===== src/rtl/archie_wb_pkg.sv =====
// Shared wishbone constants and the upload reader state type.
package archie_wb_pkg;

    typedef enum logic [1:0] {
        IDLE,
        FETCH,
        PREFETCH
    } rd_state_t;

    localparam logic [2:0] WB_CTI_CLASSIC = 3'b000;
    localparam logic [3:0] WB_SEL_ALL     = 4'b1111;

    function automatic logic [15:0] pick_half(input logic [31:0] w, input logic hi);
        return hi ? w[31:16] : w[15:0];
    endfunction

endpackage


===== src/rtl/ram_upload_reader.sv =====
// Streams an SDRAM window to the HPS upload channel 16 bits at a time,
// holding one cached word and prefetching the next on upper-half reads.
module ram_upload_reader
    import archie_wb_pkg::*;
#(
    parameter logic [25:0] BASE     = 26'h400000,
    parameter int unsigned WIN_BITS = 24
) (
    input  logic        clk_sys,
    input  logic        reset,
    input  logic        ioctl_upload,
    input  logic        ioctl_rd,
    input  logic [24:0] ioctl_addr,
    output logic [15:0] ioctl_din,
    output logic        ioctl_wait,
    output logic        wb_cyc,
    output logic        wb_stb,
    output logic        wb_we,
    output logic [3:0]  wb_sel,
    output logic [2:0]  wb_cti,
    output logic [25:0] wb_adr,
    input  logic [31:0] wb_dat_i,
    input  logic        wb_ack,
    output logic        active
);

    localparam int unsigned TW = WIN_BITS - 2;

    rd_state_t     state;
    logic [31:0]   cw;
    logic [TW-1:0] ctag, ptag, pend_tag, tag;
    logic          cval, req_hi, pend_hi, discard, stale, upload_q;
    logic          hit, rd_ev, unused_addr;

    assign tag         = ioctl_addr[WIN_BITS-1:2];
    assign hit         = cval && (ctag == tag);
    assign rd_ev       = ioctl_rd && ioctl_upload;
    assign wb_stb      = wb_cyc;
    assign wb_we       = 1'b0;
    assign wb_cti      = WB_CTI_CLASSIC;
    assign active      = ioctl_upload;
    assign unused_addr = ^{ioctl_addr[0], ioctl_addr};

    function automatic logic [25:0] word_adr(input logic [TW-1:0] t);
        return BASE + 26'({t, 2'b00});
    endfunction

    always_ff @(posedge clk_sys or posedge reset) begin
        if (reset) begin
            state      <= IDLE;
            cw         <= '0;
            ctag       <= '0;
            ptag       <= '0;
            pend_tag   <= '0;
            cval       <= 1'b0;
            req_hi     <= 1'b0;
            pend_hi    <= 1'b0;
            discard    <= 1'b0;
            stale      <= 1'b0;
            upload_q   <= 1'b0;
            ioctl_din  <= '0;
            ioctl_wait <= 1'b0;
            wb_cyc     <= 1'b0;
            wb_sel     <= '0;
            wb_adr     <= '0;
        end else begin
            upload_q <= ioctl_upload;
            if (wb_cyc && wb_ack) begin
                // Follow-up cycles after an ack are deferred one clock so strobes never abut.
                wb_cyc  <= 1'b0;
                wb_sel  <= '0;
                discard <= 1'b0;
                stale   <= 1'b0;
                if (!ioctl_upload) begin
                    state      <= IDLE;
                    ioctl_wait <= 1'b0;
                end else if (discard) begin
                    state  <= FETCH;
                    ptag   <= pend_tag;
                    req_hi <= pend_hi;
                end else if (stale) begin
                    state      <= IDLE;
                    ioctl_wait <= 1'b0;
                end else begin
                    cw   <= wb_dat_i;
                    ctag <= ptag;
                    cval <= 1'b1;
                    if (state == FETCH) begin
                        ioctl_din  <= pick_half(wb_dat_i, req_hi);
                        ioctl_wait <= 1'b0;
                        if (req_hi) begin
                            state <= PREFETCH;
                            ptag  <= ptag + TW'(1);
                        end else begin
                            state <= IDLE;
                        end
                    end else if (rd_ev && hit) begin
                        ioctl_din <= pick_half(cw, ioctl_addr[1]);
                        state     <= IDLE;
                    end else if (rd_ev && tag == ptag) begin
                        ioctl_din <= pick_half(wb_dat_i, ioctl_addr[1]);
                        if (ioctl_addr[1]) begin
                            state <= PREFETCH;
                            ptag  <= ptag + TW'(1);
                        end else begin
                            state <= IDLE;
                        end
                    end else if (rd_ev) begin
                        state      <= FETCH;
                        ptag       <= tag;
                        req_hi     <= ioctl_addr[1];
                        ioctl_wait <= 1'b1;
                    end else begin
                        state <= IDLE;
                    end
                end
            end else if (!ioctl_upload) begin
                if (wb_cyc) begin
                    stale <= 1'b1;
                end else begin
                    state      <= IDLE;
                    ioctl_wait <= 1'b0;
                    discard    <= 1'b0;
                end
            end else if (rd_ev) begin
                case (state)
                    IDLE: begin
                        if (hit) begin
                            ioctl_din <= pick_half(cw, ioctl_addr[1]);
                            if (ioctl_addr[1]) begin
                                state  <= PREFETCH;
                                ptag   <= tag + TW'(1);
                                wb_cyc <= 1'b1;
                                wb_sel <= WB_SEL_ALL;
                                wb_adr <= word_adr(tag + TW'(1));
                            end
                        end else begin
                            state      <= FETCH;
                            ptag       <= tag;
                            req_hi     <= ioctl_addr[1];
                            ioctl_wait <= 1'b1;
                            wb_cyc     <= 1'b1;
                            wb_sel     <= WB_SEL_ALL;
                            wb_adr     <= word_adr(tag);
                        end
                    end
                    PREFETCH: begin
                        if (discard) begin
                            state <= PREFETCH;
                        end else if (hit) begin
                            ioctl_din <= pick_half(cw, ioctl_addr[1]);
                        end else if (!wb_cyc || (tag == ptag && !stale)) begin
                            state      <= FETCH;
                            ptag       <= tag;
                            req_hi     <= ioctl_addr[1];
                            ioctl_wait <= 1'b1;
                        end else begin
                            discard    <= 1'b1;
                            pend_tag   <= tag;
                            pend_hi    <= ioctl_addr[1];
                            ioctl_wait <= 1'b1;
                        end
                    end
                    default: state <= state;
                endcase
            end else if (state != IDLE && !wb_cyc) begin
                wb_cyc <= 1'b1;
                wb_sel <= WB_SEL_ALL;
                wb_adr <= word_adr(ptag);
            end
            if (!(ioctl_upload && upload_q)) cval <= 1'b0;
        end
    end

endmodule


===== config.mk =====
export PLATFORM = sky130hd
export DESIGN_NAME = ram_upload_reader
export DESIGN_NICKNAME = d
export VERILOG_FILES = /design/src/rtl/archie_wb_pkg.sv /design/src/rtl/ram_upload_reader.sv
export SDC_FILE = /design/constraint.sdc
export NUM_CORES = 1
export LEC_CHECK = 0
export ABC_AREA = 1
export CORE_ASPECT_RATIO = 1.5
export CORE_UTILIZATION = 55
export CTS_CLUSTER_SIZE = 24
export DETAILED_ROUTE_END_ITERATION = 8
export GPL_TIMING_DRIVEN = 0
export HOLD_SLACK_MARGIN = 0.06
export PLACE_DENSITY = 0.88
export SYNTH_ARGS = -nofsm -noshare
export SYNTH_HDL_FRONTEND = slang
export SYNTH_SLANG_ARGS = --single-unit

===== constraint.sdc =====
create_clock -name clk_sys -period 11.7 [get_ports clk_sys]
set_clock_uncertainty 0.1 [all_clocks]
set_input_delay 1.17 -clock clk_sys [delete_from_list [all_inputs] [get_ports clk_sys]]
set_output_delay 1.17 -clock clk_sys [all_outputs]
set_load 0.01 [all_outputs]

==> results of run 1 <==
## registers in the layout, summed over array words and instances, names as in the netlist
signal,count
ctag,22
cval,1
cw,32
discard,1
ioctl_din,16
ioctl_wait,1
pend_hi,1
pend_tag,22
ptag,22
req_hi,1
stale,1
state,2
upload_q,1
wb_adr,23
wb_sel,1
## Yosys cell counts, types with 2 or more instances
master and n:
sky130_fd_sc_hd__o211ai_1 2, sky130_fd_sc_hd__nor2_4 2, sky130_fd_sc_hd__inv_4 2, sky130_fd_sc_hd__o21ai_0 175
sky130_fd_sc_hd__nor4_1 3, sky130_fd_sc_hd__nor2_2 7, sky130_fd_sc_hd__nand3_2 2, sky130_fd_sc_hd__xnor2_1 3
sky130_fd_sc_hd__o21ai_1 6, sky130_fd_sc_hd__clkinv_1 2, sky130_fd_sc_hd__dfrtp_1 147, sky130_fd_sc_hd__clkbuf_2 2
sky130_fd_sc_hd__buf_2 15, sky130_fd_sc_hd__nand2_2 8, sky130_fd_sc_hd__o211ai_2 7, sky130_fd_sc_hd__xor2_1 27
sky130_fd_sc_hd__buf_6 5, sky130_fd_sc_hd__nand3b_1 11, sky130_fd_sc_hd__nor2_1 118, sky130_fd_sc_hd__nand4_1 12
sky130_fd_sc_hd__inv_2 22, sky130_fd_sc_hd__a21oi_1 66, sky130_fd_sc_hd__clkbuf_1 45, sky130_fd_sc_hd__nand3_1 150
sky130_fd_sc_hd__nor2_8 2, sky130_fd_sc_hd__buf_1 4, sky130_fd_sc_hd__inv_1 139, sky130_fd_sc_hd__nand2_1 620
sky130_fd_sc_hd__buf_4 19, sky130_fd_sc_hd__nor3_1 19, sky130_fd_sc_hd__and2_1 3, sky130_fd_sc_hd__ha_1 3
sky130_fd_sc_hd__o21ai_2 2
## cells by family (layout without fill, tap and decap cells)
group	after synthesis	count (layout)	synth area share [%]
buf+inv	255	390	10.4
other cells	1	8	0.0357
mux	1	1	0.0953
fa+ha+maj	3	3	0.357
compound gates	261	261	13.2
xor+xnor	30	30	2.50
simple gates	962	962	38.4
flops	147	147	35.0
## metrics by stage
step	power (W)	std cells	hold WS (ns)	utilization, %	setup slack (ns)
3_3_place_gp	0.00201	2020	0.361	63.7	4.33
6_report	0.00272	2054	0.378	67.4	7.59
2_1_floorplan	0.00155	1666	0.348	-	6.48
5_1_grt	0.00287	2053	0.394	67.4	7.53
4_1_cts	0.00268	2053	0.381	67.4	7.83
3_5_place_dp	0.00204	2021	0.364	63.9	7.41
## path summary, 6_finish.rpt
| check | depth (start not counted) | start | slack (ns) | to |
|---|---|---|---|---|
| max | 14 | ioctl_addr[10] | 7.59 | wb_adr[23]$_DFFE_PP0P_ |
| min | 2 | ioctl_din[12]$_DFFE_PP0P_ | 0.38 | ioctl_din[12]$_DFFE_PP0P_ |
| max reg2reg | 8 | wb_sel[2]$_DFFE_PP0P_ | 8.26 | ptag[0]$_DFFE_PP0P_ |
| min reg2reg | 2 | ioctl_din[12]$_DFFE_PP0P_ | 0.38 | ioctl_din[12]$_DFFE_PP0P_ |
| max in group asynchronous | 3 | reset | 9.54 | wb_adr[10]$_DFFE_PP0P_ |
| min in group asynchronous | 2 | reset | 1.12 | ctag[20]$_DFFE_PP0P_ |
## power by group through the flow
stage / sequential (W) / clock (W) / combinational (W)
floorplan: 0.000845 / 0 / 0.000708
global placement: 0.000853 / 0 / 0.00116
detailed placement: 0.000860 / 0 / 0.00118
CTS: 0.000854 / 0.000629 / 0.00119
global route: 0.000877 / 0.000649 / 0.00135
finish: 0.000861 / 0.000632 / 0.00123
## layout make-up
| cell class | count | area [sq um] | area share, % |
|---|---|---|---|
| multi-input combinational | 1264 | 5760 | 45.8 |
| sequential | 147 | 3680 | 29.3 |
| timing repair buffer | 103 | 1050 | 8.35 |
| inverter | 165 | 629 | 5.01 |
| buffer | 90 | 468 | 3.73 |
| clock buffer | 21 | 460 | 3.67 |
| tap | 252 | 315 | 2.51 |
| clock inverter | 11 | 198 | 1.57 |
| antenna | 1 | 2.50 | 0.0199 |
## layer usage
| layer | vias to the layer above | GRT usage (%) |
|---|---|---|
| li1 | 5520 | - |
| met1 | 5553 | 48.1 |
| met2 | 784 | 78.4 |
| met3 | 307 | 11.2 |
| met4 | 2 | 47.8 |
| met5 | - | 0 |
## worst max-delay path, cell delays in order
cell                              delay, ns
sky130_fd_sc_hd__clkdlybuf4s50_1       0.73
sky130_fd_sc_hd__inv_2                 0.17
sky130_fd_sc_hd__nand2_2               0.11
sky130_fd_sc_hd__nand2_1               0.06
sky130_fd_sc_hd__nor2_1                0.11
sky130_fd_sc_hd__nand3b_1              0.08
sky130_fd_sc_hd__nor2_1                0.17
sky130_fd_sc_hd__nand4_1               0.54
sky130_fd_sc_hd__nand2_1               0.20
sky130_fd_sc_hd__nand2_1               0.27
sky130_fd_sc_hd__o21ai_0               0.32
sky130_fd_sc_hd__ha_1                  0.28
sky130_fd_sc_hd__nand2_1               0.07
sky130_fd_sc_hd__nand2_1               0.05
==> insert_results.sql, run 1 <==
INSERT INTO impl_metrics (metric_group, metric, value, unit) VALUES
('routing', 'wl_met1', '14800', 'um'),
('final_layout', 'most_common_cell_after_layout_fill_and_taps_aside', 'sky130_fd_sc_hd__nand2_1', ''),
('cts', 'root_buffer', 'sky130_fd_sc_hd__clkbuf_16', ''),
('cts', 'cts.hold.buffers_added', '0', ''),
('job', 'maxCapViolCount', '0', ''),
('logic_synthesis', 'synth-main-ff-cell', 'sky130_fd_sc_hd__dfrtp_1', ''),
('logic_synthesis', 'netlist.top_cell.by_area', 'sky130_fd_sc_hd__dfrtp_1', ''),
('cts', 'max-clock-path-buffers', '2', ''),
('power', 'power_switching_share', '43.3', '%'),
('cts', 'worst_setup_hold_path_clk_slew', '0.06', 'ns'),
('logic_synthesis', 'number_of_enable_type_register_cells_in_the_synthesized_netlist', '0', ''),
('cts', 'cts.sink_count', '147', ''),
('critical_path', 'crit_type', 'in2reg', ''),
('die', 'dieHeight', '171', 'um'),
('power', 'p_switching', '0.00118', 'W'),
('logic_synthesis', 'post-synth-top-area-fraction', '35.0', '%'),
('cts', 'numCtsBuffers', '17', ''),
('sta', 'layout_min_cycle_time', '4.11', 'ns'),
('power', 'power.share.combinational', '45.1', '%'),
('global_routing', 'grt_pass1_vias', '11900', ''),
('critical_path', 'timing.critical_path.fanout_max', '9', ''),
('global_routing', 'track_usage', '47.5', '%'),
('cts', 'ctsHtreeMaxLevel', '4', ''),
('logic_synthesis', 'ys_warn_count', '0', ''),
('sta', 'relative_slew_margins', '39.8', '%'),
('routing', 'wire_per_inst', '21.7', 'um'),
('placement', 'final_weighted_congestion_in_routability_driven_placement', '1.06', ''),
('die', 'dieWidth', '115', 'um'),
('sta', 'worst_pin_slew', '0.903', 'ns'),
('power', 'vdd_ir_drop_max', '0.155', 'mV'),
('power', 'leakagePower', '6.12', 'nW'),
('placement', 'io_buffer_count', '102', ''),
('routing', 'detailed_router_iteration_count_before_antenna_repair', '6', ''),
('power', 'powerDensity', '217', 'nW/um^2'),
('power', 'p_seq_share', '31.6', '%'),
('logic_synthesis', 'netlist-cell-type-count', '43', ''),
('die', 'fp.dieArea', '19700', 'sq um'),
('sta', 'layout_worst_path_cycle_share', '35.1', '%'),
('global_routing', 'antenna_violations_before_repair', '2', ''),
('critical_path', 'crit_path_end_kind', 'flip-flop', ''),
('sta', 'finalHoldViolCount', '0', ''),
('placement', 'placed_area', '11900', 'sq um'),
('hold_path', 'worst_hold_path_class', 'reg2reg', ''),
('routing', 'vias_per_cell', '5.92', ''),
('power', 'share_clk_of_total_power', '23.2', '%'),
('critical_path', 'worst-endpoint-required', '11.94', 'ns'),
('logic_synthesis', 'synth_area', '10500', 'sq um'),
('logic_synthesis', 'synth.ff_latch_count', '147', ''),
('logic_synthesis', 'synth-seq-area-share', '35.0', '%'),
('critical_path', 'worst-endpoint-arrival', '4.35', 'ns'),
('final_layout', 'area_delta_synth_final', '19.5', '%'),
('routing', 'wl', '44500', 'um'),
('routing', 'met3_length', '3530', 'um'),
('placement', 'hpwl', '33400', 'um'),
('routing', 'drtAntennaViolNets', '0', ''),
('cts', 'postCtsSetupBuffers', '0', ''),
('final_layout', 'final_layout_size_suffix_gt1_share', '7.22', '%'),
('die', 'core.rowCount', '61', ''),
('final_layout', 'highest_count_cells_in_the_layout_ignoring_fill_and_taps', '620 x sky130_fd_sc_hd__nand2_1, 175 x sky130_fd_sc_hd__o21ai_0, 150 x sky130_fd_sc_hd__nand3_1', ''),
('routing', 'met2RoutedLength', '21000', 'um'),
('sta', 'slew_viol_final', '0', ''),
('cts', 'cts_tree', 'yes', ''),
('global_routing', 'overflow', '0', ''),
('cts', 'ctsResizeCount', '0', ''),
('logic_synthesis', 'yosys-top-cells-area', 'sky130_fd_sc_hd__dfrtp_1 35%, sky130_fd_sc_hd__nand2_1 22%, sky130_fd_sc_hd__o21ai_0 8.3%, sky130_fd_sc_hd__nand3_1 7.1%, sky130_fd_sc_hd__inv_1 5.0%', ''),
('logic_synthesis', 'syn_inst', '1660', ''),
('die', 'boundaryPins', '116', ''),
('final_layout', 'design_area', '12600', 'sq um'),
('routing', 'drt_first_iter_violations', '1339', ''),
('routing', 'detail_route.drc_violations', '0', ''),
('outcome', 'outcome', 'complete, no violations', '');
Note: power is estimated with default switching activity, not from simulation.
==> run 2: changes to the inputs <==
--- a/config.mk
+++ b/config.mk
@@ -7,12 +7,12 @@
 export LEC_CHECK = 0
 export ABC_AREA = 1
 export CORE_ASPECT_RATIO = 1.5
-export CORE_UTILIZATION = 55
+export CORE_UTILIZATION = 52
 export CTS_CLUSTER_SIZE = 24
 export DETAILED_ROUTE_END_ITERATION = 8
 export GPL_TIMING_DRIVEN = 0
 export HOLD_SLACK_MARGIN = 0.06
-export PLACE_DENSITY = 0.88
+export PLACE_DENSITY = 0.87
 export SYNTH_ARGS = -nofsm -noshare
 export SYNTH_HDL_FRONTEND = slang
 export SYNTH_SLANG_ARGS = --single-unit
==> constraint.sdc (replaced) <==
create_clock -name clk_sys -period 3.7 [get_ports clk_sys]
set_clock_uncertainty 0.1 [all_clocks]
set_input_delay 0.37 -clock clk_sys [delete_from_list [all_inputs] [get_ports clk_sys]]
set_output_delay 0.37 -clock clk_sys [all_outputs]
set_load 0.01 [all_outputs]
==> run 2 against run 1 <==
Utilization down 3.8 points. Sequential power rose to 3.1 times the previous value. Sequential share of layout area down 0.061 points. Total power rose to 3.1 times the previous value. Clock power rose to 3.0 times the previous value. Register-to-register slack worse by 7.9 ns. Worst hold slack worse by 0.15 ns. First-iteration DRC count down 14%. Combinational power rose to 3.2 times the previous value. Cell area up 0.21%. Critical path type is now reg2reg. Largest power group unchanged.
==> insert_results.sql, run 2 (same netlist as run 1, synthesis figures left out) <==
INSERT INTO impl_metrics (metric_group, metric, value, unit) VALUES
('cts', 'ctsResizeCount', '0', ''),
('routing', 'wire_per_inst', '21.5', 'um'),
('sta', 'slew_viol_final', '0', ''),
('routing', 'detailed_router_iteration_count_before_antenna_repair', '5', ''),
('cts', 'ctsHtreeMaxLevel', '4', ''),
('die', 'boundaryPins', '116', ''),
('critical_path', 'crit_path_end_kind', 'flip-flop', ''),
('power', 'vdd_ir_drop_max', '0.440', 'mV'),
('critical_path', 'cp-startpoint', 'wb_sel[2]$_DFFE_PP0P_', ''),
('critical_path', 'timing.reg2reg.setup_slack', '0.31', 'ns'),
('routing', 'dr_total_vias', '12100', ''),
('global_routing', 'track_usage', '44.0', '%'),
('critical_path', 'timing.critical_path.to', 'ptag[14]$_DFFE_PP0P_', ''),
('cts', 'cts.sink_count', '147', ''),
('cts', 'cts_tree', 'yes', ''),
('placement', 'place.detailed.instances', '2032', ''),
('job', 'maxCapViolCount', '0', ''),
('sta', 'finalHoldViolCount', '0', ''),
('placement', 'io_buffer_count', '102', ''),
('final_layout', 'design.final.nets', '1856', ''),
('cts', 'root_buffer', 'sky130_fd_sc_hd__clkbuf_16', ''),
('outcome', 'outcome', 'complete, no violations', ''),
('critical_path', 'crit-reg2reg-capture', 'ptag[14]$_DFFE_PP0P_', ''),
('sta', 'setup_viol_count_final', '0', ''),
('routing', 'drtAntennaViolNets', '0', ''),
('sta', 'grt_setup_unrepaired', 'no', ''),
('cts', 'worst_setup_hold_path_clk_slew', '0.07', 'ns'),
('critical_path', 'worst_setup_path_start_kind', 'flip-flop', ''),
('power', 'share_clk_of_total_power', '22.3', '%'),
('sta', 'relative_slew_margins', '46.3', '%'),
('hold_path', 'worst_hold_path_class', 'in2async', ''),
('final_layout', 'layout_top_registers', 'cw (32), wb_adr (23)', ''),
('global_routing', 'grt_pass1_vias', '11700', ''),
('cts', 'clock_latency', '0.45', 'ns'),
('final_layout', 'area_delta_synth_final', '19.8', '%'),
('final_layout', 'utilization', '63.6', '%'),
('critical_path', 'worst-endpoint-arrival', '3.68', 'ns'),
('sta', 'setup-tns-final', '0', 'ns'),
('power', 'leakagePower', '6.12', 'nW'),
('die', 'fp.dieArea', '20800', 'sq um'),
('sta', 'postLayoutSetupSlackWorst', '0.314', 'ns'),
('global_routing', 'grt_first_pass_wirelength', '67100', 'um'),
('placement', 'placed_area', '12000', 'sq um'),
('power', 'internal_power', '0.00475', 'W'),
('power', 'p_switching', '0.00374', 'W'),
('cts', 'postCtsSetupBuffers', '0', ''),
('global_routing', 'antenna_violations_before_repair', '2', ''),
('critical_path', 'worstReg2RegStart', 'wb_sel[2]$_DFFE_PP0P_', ''),
('cts', 'numCtsBuffers', '17', ''),
('global_routing', 'largest_net_degree_at_the_start_of_global_routing', '39', ''),
('die', 'core', '19800', 'sq um'),
('final_layout', 'max_flop_register', 'cw', ''),
('sta', 'layout_min_cycle_time', '3.39', 'ns'),
('placement', 'place_worst_setup_slack', '0.108', 'ns'),
('critical_path', 'ff2ff_path_depth', '9', ''),
('sta', 'timing.fmax', '295', 'MHz'),
('die', 'initial_core_util', '53.1', '%'),
('final_layout', 'largest_register_ffs', '32', ''),
('cts', 'max-clock-path-buffers', '2', ''),
('routing', 'drt_first_iter_violations', '1158', ''),
('die', 'dieWidth', '118', 'um'),
('cts', 'cts.hold.buffers_added', '0', ''),
('final_layout', 'design_area', '12600', 'sq um'),
('global_routing', 'overflow', '0', ''),
('power', 'p_seq_share', '32.0', '%'),
('routing', 'wl', '44300', 'um'),
('power', 'power_switching_share', '44.0', '%'),
('critical_path', 'crit_type', 'reg2reg', ''),
('sta', 'layout_worst_path_cycle_share', '91.5', '%'),
('final_layout', 'final_layout_size_suffix_gt1_share', '7.48', '%'),
('critical_path', 'timing.critical_path.fanout_max', '12', ''),
('die', 'core.rowCount', '63', ''),
('power', 'power.share.combinational', '45.7', '%'),
('final_layout', 'most_common_cell_after_layout_fill_and_taps_aside', 'sky130_fd_sc_hd__nand2_1', ''),
('critical_path', 'worst-endpoint-required', '3.99', 'ns'),
('sta', 'worst_pin_slew', '0.805', 'ns'),
('die', 'dieHeight', '176', 'um'),
('routing', 'vias_per_cell', '5.85', ''),
('final_layout', 'highest_count_cells_in_the_layout_ignoring_fill_and_taps', '620 x sky130_fd_sc_hd__nand2_1, 175 x sky130_fd_sc_hd__o21ai_0, 150 x sky130_fd_sc_hd__nand3_1', ''),
('final_layout', 'finalNonFillerCells', '2065', ''),
('routing', 'detail_route.drc_violations', '0', ''),
('placement', 'final_weighted_congestion_in_routability_driven_placement', '0.995', ''),
('power', 'powerDensity', '675', 'nW/um^2'),
('placement', 'hpwl', '34300', 'um');
## run 2: layout make-up
cell class | instances | area [sq um]
antenna | 1 | 2.50
buffer | 90 | 468
clock buffer | 19 | 453
clock inverter | 13 | 170
fill | 1920 | 7200
inverter | 165 | 628
multi-input combinational | 1264 | 5760
sequential | 147 | 3680
tap | 260 | 325
timing repair buffer | 106 | 1100
## run 2: metrics by stage
step | hold WS (ns) | power [W]
floorplan | 0.301 | 0.00491
global placement | 0.361 | 0.00641
detailed placement | 0.365 | 0.00651
CTS | 0.235 | 0.00840
global route | 0.266 | 0.00901
finish | 0.229 | 0.00849
## run 2: worst min path at each step
| stage | startpoint | endpoint | depth (start not counted) |
|---|---|---|---|
| after floorplan | ioctl_upload | upload_q$_DFF_PP0_ | 0 |
| after global placement | cw[1]$_DFFE_PP0P_ | cw[1]$_DFFE_PP0P_ | 2 |
| after detailed placement | ioctl_din[13]$_DFFE_PP0P_ | ioctl_din[13]$_DFFE_PP0P_ | 2 |
| after CTS | ioctl_addr[19] | pend_tag[17]$_DFFE_PP0P_ | 3 |
| after global routing | ioctl_addr[20] | pend_tag[18]$_DFFE_PP0P_ | 3 |
| final | reset | ctag[18]$_DFFE_PP0P_ | 2 |
## run 2: worst max-delay path, cell delays in order, from the launching register on
cell                       delay, ns
sky130_fd_sc_hd__dfrtp_1        0.67
sky130_fd_sc_hd__nand2_1        0.30
sky130_fd_sc_hd__clkbuf_1       0.37
sky130_fd_sc_hd__nor2_1         0.63
sky130_fd_sc_hd__clkbuf_1       0.67
sky130_fd_sc_hd__nand2_1        0.10
sky130_fd_sc_hd__o21ai_0        0.10
sky130_fd_sc_hd__nand3b_1       0.23
sky130_fd_sc_hd__nand2_1        0.09
sky130_fd_sc_hd__nand2_1        0.07
## run 2: power by group through the flow
stage | registers, W | logic, W | clock network, W
floorplan | 0.00267 | 0.00224 | 0
CTS | 0.00270 | 0.00381 | 0.00189
global placement | 0.00270 | 0.00371 | 0
finish | 0.00271 | 0.00388 | 0.00190
detailed placement | 0.00272 | 0.00379 | 0
global route | 0.00277 | 0.00429 | 0.00195
## run 2: metal layers
metal | GRT usage, % | share of wire, %
met2 | 75.2 | 49
met4 | 44.1 | 11
met1 | 44.4 | 34
met5 | 0 | 0.029
met3 | 7.98 | 5.9
